### config.mk
export PLATFORM = sky130hd
export DESIGN_NAME = pw_pattern_match
export DESIGN_NICKNAME = d
export VERILOG_FILES = /design/src/rtl/pw_pattern_match.sv
export SDC_FILE = /design/constraint.sdc
export NUM_CORES = 1
export LEC_CHECK = 0
export BUFFER_PORTS_ARGS = -buffer_cell sky130_fd_sc_hd__buf_2
export CAP_MARGIN = 20
export CORE_ASPECT_RATIO = 0.75
export CORE_UTILIZATION = 56
export CTS_BUF_LIST = sky130_fd_sc_hd__clkbuf_4 sky130_fd_sc_hd__clkbuf_8
export CTS_CLUSTER_SIZE = 10
export DETAILED_ROUTE_END_ITERATION = 10
export PLACE_DENSITY_LB_ADDON = 0.05
export SLEW_MARGIN = 10
export SYNTH_ARGS = -nofsm -noshare
export SYNTH_HDL_FRONTEND = slang
export SYNTH_SLANG_ARGS = --single-unit
### constraint.sdc
create_clock -name fe_clk -period 3.65 [get_ports fe_clk]
set_clock_uncertainty 0.1 [all_clocks]
set_input_delay 0.365 -clock fe_clk [delete_from_list [all_inputs] [get_ports fe_clk]]
set_output_delay 0.365 -clock fe_clk [all_outputs]
set_load 0.005 [all_outputs]
### src/rtl/pw_pattern_match.sv
// Trigger qualification: compares the leading N bytes of each sniffed USB packet
// against a masked pattern and emits a one-cycle match pulse, once per arm.
module pw_pattern_match #(
  parameter int pPATTERN_BYTES = 8,
  parameter int pCOUNT_WIDTH   = 4
) (
  input  logic                          fe_clk,
  input  logic                          reset_i,
  input  logic                          I_arm,
  input  logic [8*pPATTERN_BYTES-1:0]   I_pattern,
  input  logic [8*pPATTERN_BYTES-1:0]   I_mask,
  input  logic [pCOUNT_WIDTH-1:0]       I_pattern_bytes,
  input  logic                          I_rxactive,
  input  logic [7:0]                    I_sniff_data,
  input  logic                          I_sniff_wr,
  output logic                          O_match,
  output logic                          O_armed,
  output logic [2:0]                    O_state
);

  localparam int IW = (pPATTERN_BYTES > 1) ? $clog2(pPATTERN_BYTES) : 1;
  localparam logic [pCOUNT_WIDTH-1:0] NMAX = pCOUNT_WIDTH'(pPATTERN_BYTES);

  typedef enum logic [2:0] {
    IDLE = 3'd0, SYNC = 3'd1, WAIT_PKT = 3'd2, COMPARE = 3'd3, SKIP = 3'd4, DONE = 3'd5
  } state_t;

  state_t                                state_q, state_d;
  logic [pCOUNT_WIDTH-1:0]               idx_q, idx_d, n_q, n_cap;
  logic [pPATTERN_BYTES-1:0][7:0]        pat_q, msk_q;
  logic                                  match_q, match_d, armed_q, armed_d;
  logic [pCOUNT_WIDTH-1:0]               cur_idx;
  logic [7:0]                            cur_pat, cur_msk;
  logic                                  hit, last;

  assign n_cap = (I_pattern_bytes > NMAX) ? NMAX : I_pattern_bytes;

  // A packet's first byte may arrive in the same cycle rxactive rises, so WAIT_PKT compares as index 0.
  assign cur_idx = (state_q == WAIT_PKT) ? '0 : idx_q;
  assign cur_pat = pat_q[cur_idx[IW-1:0]];
  assign cur_msk = msk_q[cur_idx[IW-1:0]];
  assign hit     = (n_q == '0) || (((I_sniff_data ^ cur_pat) & cur_msk) == 8'h00);
  assign last    = (n_q == '0) || (cur_idx == n_q - pCOUNT_WIDTH'(1));

  always_ff @(posedge fe_clk) begin
    if (reset_i) begin
      state_q <= IDLE;
      idx_q   <= '0;
      n_q     <= '0;
      pat_q   <= '0;
      msk_q   <= '0;
      match_q <= 1'b0;
      armed_q <= 1'b0;
    end else begin
      state_q <= state_d;
      idx_q   <= idx_d;
      match_q <= match_d;
      armed_q <= armed_d;
      if (state_q == IDLE && I_arm) begin
        n_q   <= n_cap;
        pat_q <= I_pattern;
        msk_q <= I_mask;
      end
    end
  end

  always_comb begin
    state_d = state_q;
    idx_d   = idx_q;
    if (!I_arm) begin
      state_d = IDLE;
      idx_d   = '0;
    end else begin
      case (state_q)
        IDLE: begin
          state_d = SYNC;
          idx_d   = '0;
        end
        SYNC:     if (!I_rxactive) state_d = WAIT_PKT;
        WAIT_PKT, COMPARE: begin
          if (!I_rxactive) begin
            state_d = WAIT_PKT;
          end else begin
            state_d = COMPARE;
            idx_d   = cur_idx;
            if (I_sniff_wr) begin
              if (!hit)      state_d = SKIP;
              else if (last) state_d = DONE;
              else           idx_d   = cur_idx + pCOUNT_WIDTH'(1);
            end
          end
        end
        SKIP:     if (!I_rxactive) state_d = WAIT_PKT;
        DONE:     state_d = DONE;
        default:  state_d = IDLE;
      endcase
    end
  end

  always_comb begin
    match_d = (state_d == DONE) && (state_q != DONE);
    armed_d = (state_d == WAIT_PKT) || (state_d == COMPARE) || (state_d == SKIP);
  end

  assign O_match = match_q;
  assign O_armed = armed_q;
  assign O_state = state_q;

endmodule

# --- Word-level counts from Yosys, hierarchy flattened ---
# Index checks and enable logic that the tools add are counted.
op_classes:
  n_bitwise: 3
  magnitude_cmp: 2
  n_eq_ne: 12
  reduce_logical: 14
  n_mux: 18
  n_addsub: 2
ops:
  columns: ["op", "count"]
  rows:
  - ["8-bit binary-select mux with 3-bit select", 2]
  - ["4-bit two-way mux", 6]
  - ["3-bit two-way mux", 6]
  - ["8-bit two-way mux", 2]
  - ["3-bit by 2-bit equality test with 1-bit output, second input constant", 4]
  - ["3-bit equality test, second input constant", 4]
  - ["3-bit case mux with 4 select lines", 1]
  - ["8-bit bitwise AND", 1]
  - ["8-bit logical NOT", 1]
  - ["4-bit case mux with 2 select lines", 1]
  - ["8-bit XOR", 1]
  - ["2-bit OR reduction", 3]
  - ["4-bit by 1-bit adder with 4-bit output, second input constant", 1]
  - ["4-bit equality test", 1]
  - ["4-bit > comparator, second input constant", 1]
  - ["4-bit logical NOT", 1]
  - ["1-bit logical OR", 4]
  - ["3-bit by 4-bit less-than comparator with 1-bit output, second input constant", 1]
  - ["4-bit by 1-bit subtractor with 4-bit output, second input constant", 1]
  - ["3-bit by 1-bit equality test with 1-bit output, second input constant", 1]
  - ["3-bit logical NOT", 1]
  - ["3-bit inequality test, second input constant", 1]
  - ["1-bit logical AND", 2]
  - ["2-bit inequality test, second input constant", 1]
  - ["other kinds (3)", 3]
totals:
  elab_cells: 72
  reg_bits: 141
  in_bits: 145

# --- Longest topological paths before layout ---
depth:
  ltp_word: 16
  depth_mapped: 14
  ltp_nobuf: 10

# --- Worst setup path after synthesis ---
# Ideal clock, no wire load.
synth_timing:
  path_kind: "flip-flop to flip-flop"
  start: "register idx_q[0]"
  end: "register idx_q[2]"
  arrival_ns: 2.642
  path_buffers: 2
  path_slack_ns: 0.788
  required_time_ns: 3.430
  path_stages_with_launch: 11
  cell_sequence: "dfxtp_1 buf_2 mux2_2 a221o_1 nor3b_1 or3_1 a211oi_2 nand4_1 buf_2 o311a_1 a211o_1"
synth_via:
  elab_chain_len: 11
synth_rtl:
  columns: ["element", "line_no", "text"]
  rows:
  - ["start, declared", "29", "logic [pCOUNT_WIDTH-1:0] idx_q, idx_d, n_q, n_cap;"]
  - ["start signal, assigned", "56", "idx_q <= idx_d;"]
  - ["4-bit two-way mux *", "39", "assign cur_idx = (state_q == WAIT_PKT) ? '0 : idx_q;"]
  - ["8-bit binary-select mux with 3-bit select", "40", "assign cur_pat = pat_q[cur_idx[IW-1:0]];"]
  - ["8-bit two-way mux (implied by the code)", "40", null]
  - ["8-bit XOR", "42", "assign hit = (n_q == '0) || (((I_sniff_data ^ cur_pat) & cur_msk) == 8'h00);"]
  - ["8-bit bitwise AND", "42", null]
  - ["8-bit logical NOT", "42", null]
  - ["1-bit logical OR", "42", null]
  - ["4-bit two-way mux *", "87", "if (!hit) state_d = SKIP;"]
  - ["4-bit two-way mux *", "86", "if (I_sniff_wr) begin"]
  - ["4-bit two-way mux *", "81", "if (!I_rxactive) begin"]
  - ["4-bit case mux with 2 select lines *", "74", "case (state_q)"]
# Every way passes the cells marked *; elsewhere a longest branch is shown, timed or not. The select of a mux whose other input is x is not followed.
# A chain may end at the register's enable or synchronous reset.

# --- Worst setup path in the final report ---
layout_timing:
  start: "register state_q[2] (netlist: O_state[2])"
  end: "register idx_q[2]"
layout_via:
  elab_chain_len: 12
layout_rtl:
  columns: ["element", "line_no", "text"]
  rows:
  - ["start, declared", "28", "state_t state_q, state_d;"]
  - ["start signal, assigned", "55", "state_q <= state_d;"]
  - ["3-bit by 2-bit equality test with 1-bit output", "39, 74", null]
  - ["4-bit two-way mux", "39", null]
  - ["8-bit binary-select mux with 3-bit select", "40", null]
  - ["8-bit two-way mux (implied by the code)", "40", null]
  - ["8-bit XOR", "42", null]
  - ["8-bit bitwise AND", "42", null]
  - ["8-bit logical NOT", "42", null]
  - ["1-bit logical OR", "42", null]
  - ["4-bit two-way mux", "87", null]
  - ["4-bit two-way mux", "86", null]
  - ["4-bit two-way mux", "81", null]
  - ["4-bit case mux with 2 select lines", "74", null]
# Several ways; a longest one is shown, not always the timed one. The select of a mux whose other input is x is not followed.

==> impl_metrics.json <==
{
  "io_pins": 150,
  "timing_hold_violations_final": 0,
  "yosysTopAreaCell": "dfxtp_1",
  "die_h_um": 96.3,
  "postCtsSetupRepairBufs": 0,
  "htreeDepth": 4,
  "critPathCaptureType": "register",
  "placed_area_um2": 7470,
  "dp_hpwl_mm": 13.6,
  "clkTransAtPathRegs_ps": 90,
  "multi_input_area_um2": 3480,
  "numClockSinks": 141,
  "coreArea_um2": 11600,
  "drv_cap": 0,
  "yosysWarnings": 0,
  "final.min_clock_period_ps": 3340,
  "arrival_ps": 3650,
  "critical_path.cell_chain": "or3b_1 -> buf_4 -> nand2_1 -> o311a_1 -> a32oi_1 -> a22oi_1 -> a211oi_2 -> nand4_1 -> buf_4 -> nor4_1 -> a211o_1",
  "nFillCells": 978,
  "rows": 34,
  "vias_per_cell": 5.67,
  "routabilityCongestion": 0.910,
  "syn_to_final_growth_pct": 18.2,
  "synthTopCellsByArea": "dfxtp_1 42%, nand2_1 16%, a21oi_1 12%, clkbuf_1 2.9%, mux2i_1 2.7%",
  "peakVddDrop_v": 0.000262,
  "grt_pass1_wl_mm": 29.5,
  "wl_per_cell_um": 16.0,
  "drive_gt1_frac": 0.222,
  "cts_hold_buf": 0,
  "avgSynthCellArea_um2": 7.57,
  "whs_endpoint": "pat_q[34]$_SDFFE_PP0P_",
  "portBuffers": 149,
  "fin_nets": 1146,
  "hp-start": "I_pattern[34]",
  "p_per_area_nw_per_um2": 424,
  "max_stage_delay_ps": 630,
  "antenna_found_initial": 0,
  "async_flop_share": 0,
  "ys_ff_latch": 141,
  "clk_latency_ps": 470,
  "die-width_um": 128,
  "grt_max_degree": 133,
  "cts_tree": "done",
  "ys_types": 70,
  "synth-edff-count": 0,
  "numCtsBuffers": 17,
  "grt_pass1_vias": 5872,
  "synth_top_area_share": 0.425,
  "leakage_nw": 3.15,
  "reg2reg_depth": 11,
  "crit-reg2reg-launch": "O_state[2]$_SDFF_PP0_",
  "root_buffer": "clkbuf_8",
  "crit_start": "O_state[2]$_SDFF_PP0_",
  "ys_seq_area_frac": 0.425,
  "finalInstanceArea_um2": 7850,
  "slew_viol_final": 0,
  "period_share": 0.916,
  "worstHoldPathType": "in2reg",
  "regArea_um2": 2830,
  "regToRegSetupSlack_ps": 310,
  "fmax_mhz": 299,
  "drt-pass1-iter-count": 5,
  "drc": 0,
  "crit_path_max_fanout": 15,
  "final-setup-viol-count": 0,
  "path_common_cell": "buf_4",
  "synth_ff_type": "dfxtp_1",
  "n_antenna_cell": 0,
  "synth_common_cells": "287 x nand2_1, 157 x a21oi_1, 141 x dfxtp_1, 51 x clkbuf_1, 18 x mux2i_1",
  "grtUsageTotal": 0.314,
  "status": "finished, final reports clean",
  "synth_fp_nets": 1026,
  "routed_wl_mm": 18.7,
  "die_area_um2": 12300,
  "finalPower_mw": 3.33,
  "vias": 6656,
  "rsz0062_at_grt": "no",
  "start_kind": "register",
  "grt_overflow": 0,
  "drt-initial-drc-count": 559,
  "path_buf_inv": 2,
  "whs_path_depth": 3,
  "initial_core_util": 0.574,
  "rr_endpoint": "idx_q[2]$_SDFFE_PP0P_",
  "critPathRequiredTime_ps": 3950,
  "synth.most_common_cell": "nand2_1",
  "ant_nets": 0,
  "slew_headroom": 0.556,
  "cp_slowest_cell": "dfxtp_1",
  "tightest_slew_ps": 663,
  "syn_inst": 878,
  "path_delay_family": "compound AO/OA/AOI/OAI gates",
  "crit_type": "reg2reg",
  "finalSetupTns_ps": 0,
  "clockBufferDepth": 2,
  "cts_resized": 0,
  "synth_area_um2": 6640
}
cell families (layout without fill, tap and decap cells):
| family | count (synthesis) | after routing | share of synthesized area |
|---|---|---|---|
| compound gates | 253 | 253 | 0.229 |
| xor+xnor | 12 | 12 | 0.0158 |
| fa+ha+maj | 3 | 3 | 0.00565 |
| buf+inv | 81 | 214 | 0.0522 |
| flops | 141 | 141 | 0.425 |
| mux | 28 | 28 | 0.0458 |
| simple gates | 360 | 360 | 0.227 |
layout by cell type (no fill, tap or decap), drive strengths merged, types with 4 or more instances in the layout:
| master | n |
|---|---|
| o22ai | 11 |
| a211oi | 7 |
| xor2 | 7 |
| inv | 19 |
| dfxtp | 141 |
| nand3b | 5 |
| or3 | 5 |
| nor3 | 6 |
| o21ai | 18 |
| xnor2 | 5 |
| buf | 169 |
| o31ai | 5 |
| nor2 | 17 |
| o211ai | 4 |
| and3 | 7 |
| a21boi | 5 |
| a21oi | 157 |
| nand3 | 9 |
| a21o | 4 |
| mux2i | 18 |
| a22oi | 4 |
| clkbuf | 19 |
| nand2 | 288 |
| mux2 | 9 |
| nand4 | 5 |
routing by layer:
| layer | GRT usage | vias up | part of all wire |
|---|---|---|---|
| met2 | 0.493 | 260 | 0.45 |
| met1 | 0.427 | 3111 | 0.46 |
| met4 | 0.0990 | 0 | 0.017 |
| li1 | - | 3255 | - |
| met3 | 0.0750 | 30 | 0.077 |
| met5 | 0 | - | 0 |
layout make-up:
class,count,area share
inverters,13,0.00621
well taps,162,0.0258
clock buffers,19,0.0325
multi-input cells,656,0.443
flip-flops and latches,141,0.360
repair buffers,169,0.116
clock inverters,13,0.0166
stage by stage:
step                setup WS (ps)  std cells  hold WS (ps)   util
floorplan                     788        878           332      -
global placement              492       1141           340  0.645
detailed placement            429       1141           347  0.645
CTS                           395       1173          10.3  0.679
global route                 56.2       1173          2.72  0.679
finish                        306       1173          26.2  0.679
report_power, final:
part | switching [mW] | internal (mW)
Sequential | 0.0637 | 1.63
Clock | 0.655 | 0.579
Combinational | 0.232 | 0.170
Total | 0.950 | 2.38
registers in the layout (all words and copies together), names as in the netlist:
| register | flops |
|---|---|
| O_armed | 1 |
| O_match | 1 |
| O_state | 3 |
| idx_q | 4 |
| msk_q | 64 |
| n_q | 4 |
| pat_q | 64 |
worst max path at each step:
| stage | slack (ps) | to | cells after the start |
|---|---|---|---|
| 2_1_floorplan | 790 | idx_q[2]$_SDFFE_PP0P_ | 10 |
| 3_3_place_gp | 490 | idx_q[2]$_SDFFE_PP0P_ | 10 |
| 3_5_place_dp | 430 | idx_q[2]$_SDFFE_PP0P_ | 11 |
| 4_1_cts | 390 | idx_q[2]$_SDFFE_PP0P_ | 11 |
| 5_1_grt | 60 | idx_q[2]$_SDFFE_PP0P_ | 11 |
| 6_report | 310 | idx_q[2]$_SDFFE_PP0P_ | 11 |
worst register-to-register path: stages, from the launching register on:
cell,delay [ps]
dfxtp_1,630
or3b_1,260
buf_4,180
nand2_1,240
o311a_1,410
a32oi_1,210
a22oi_1,140
a211oi_2,230
nand4_1,210
buf_4,220
nor4_1,310
a211o_1,150
Power figures use the tool's default switching activity.
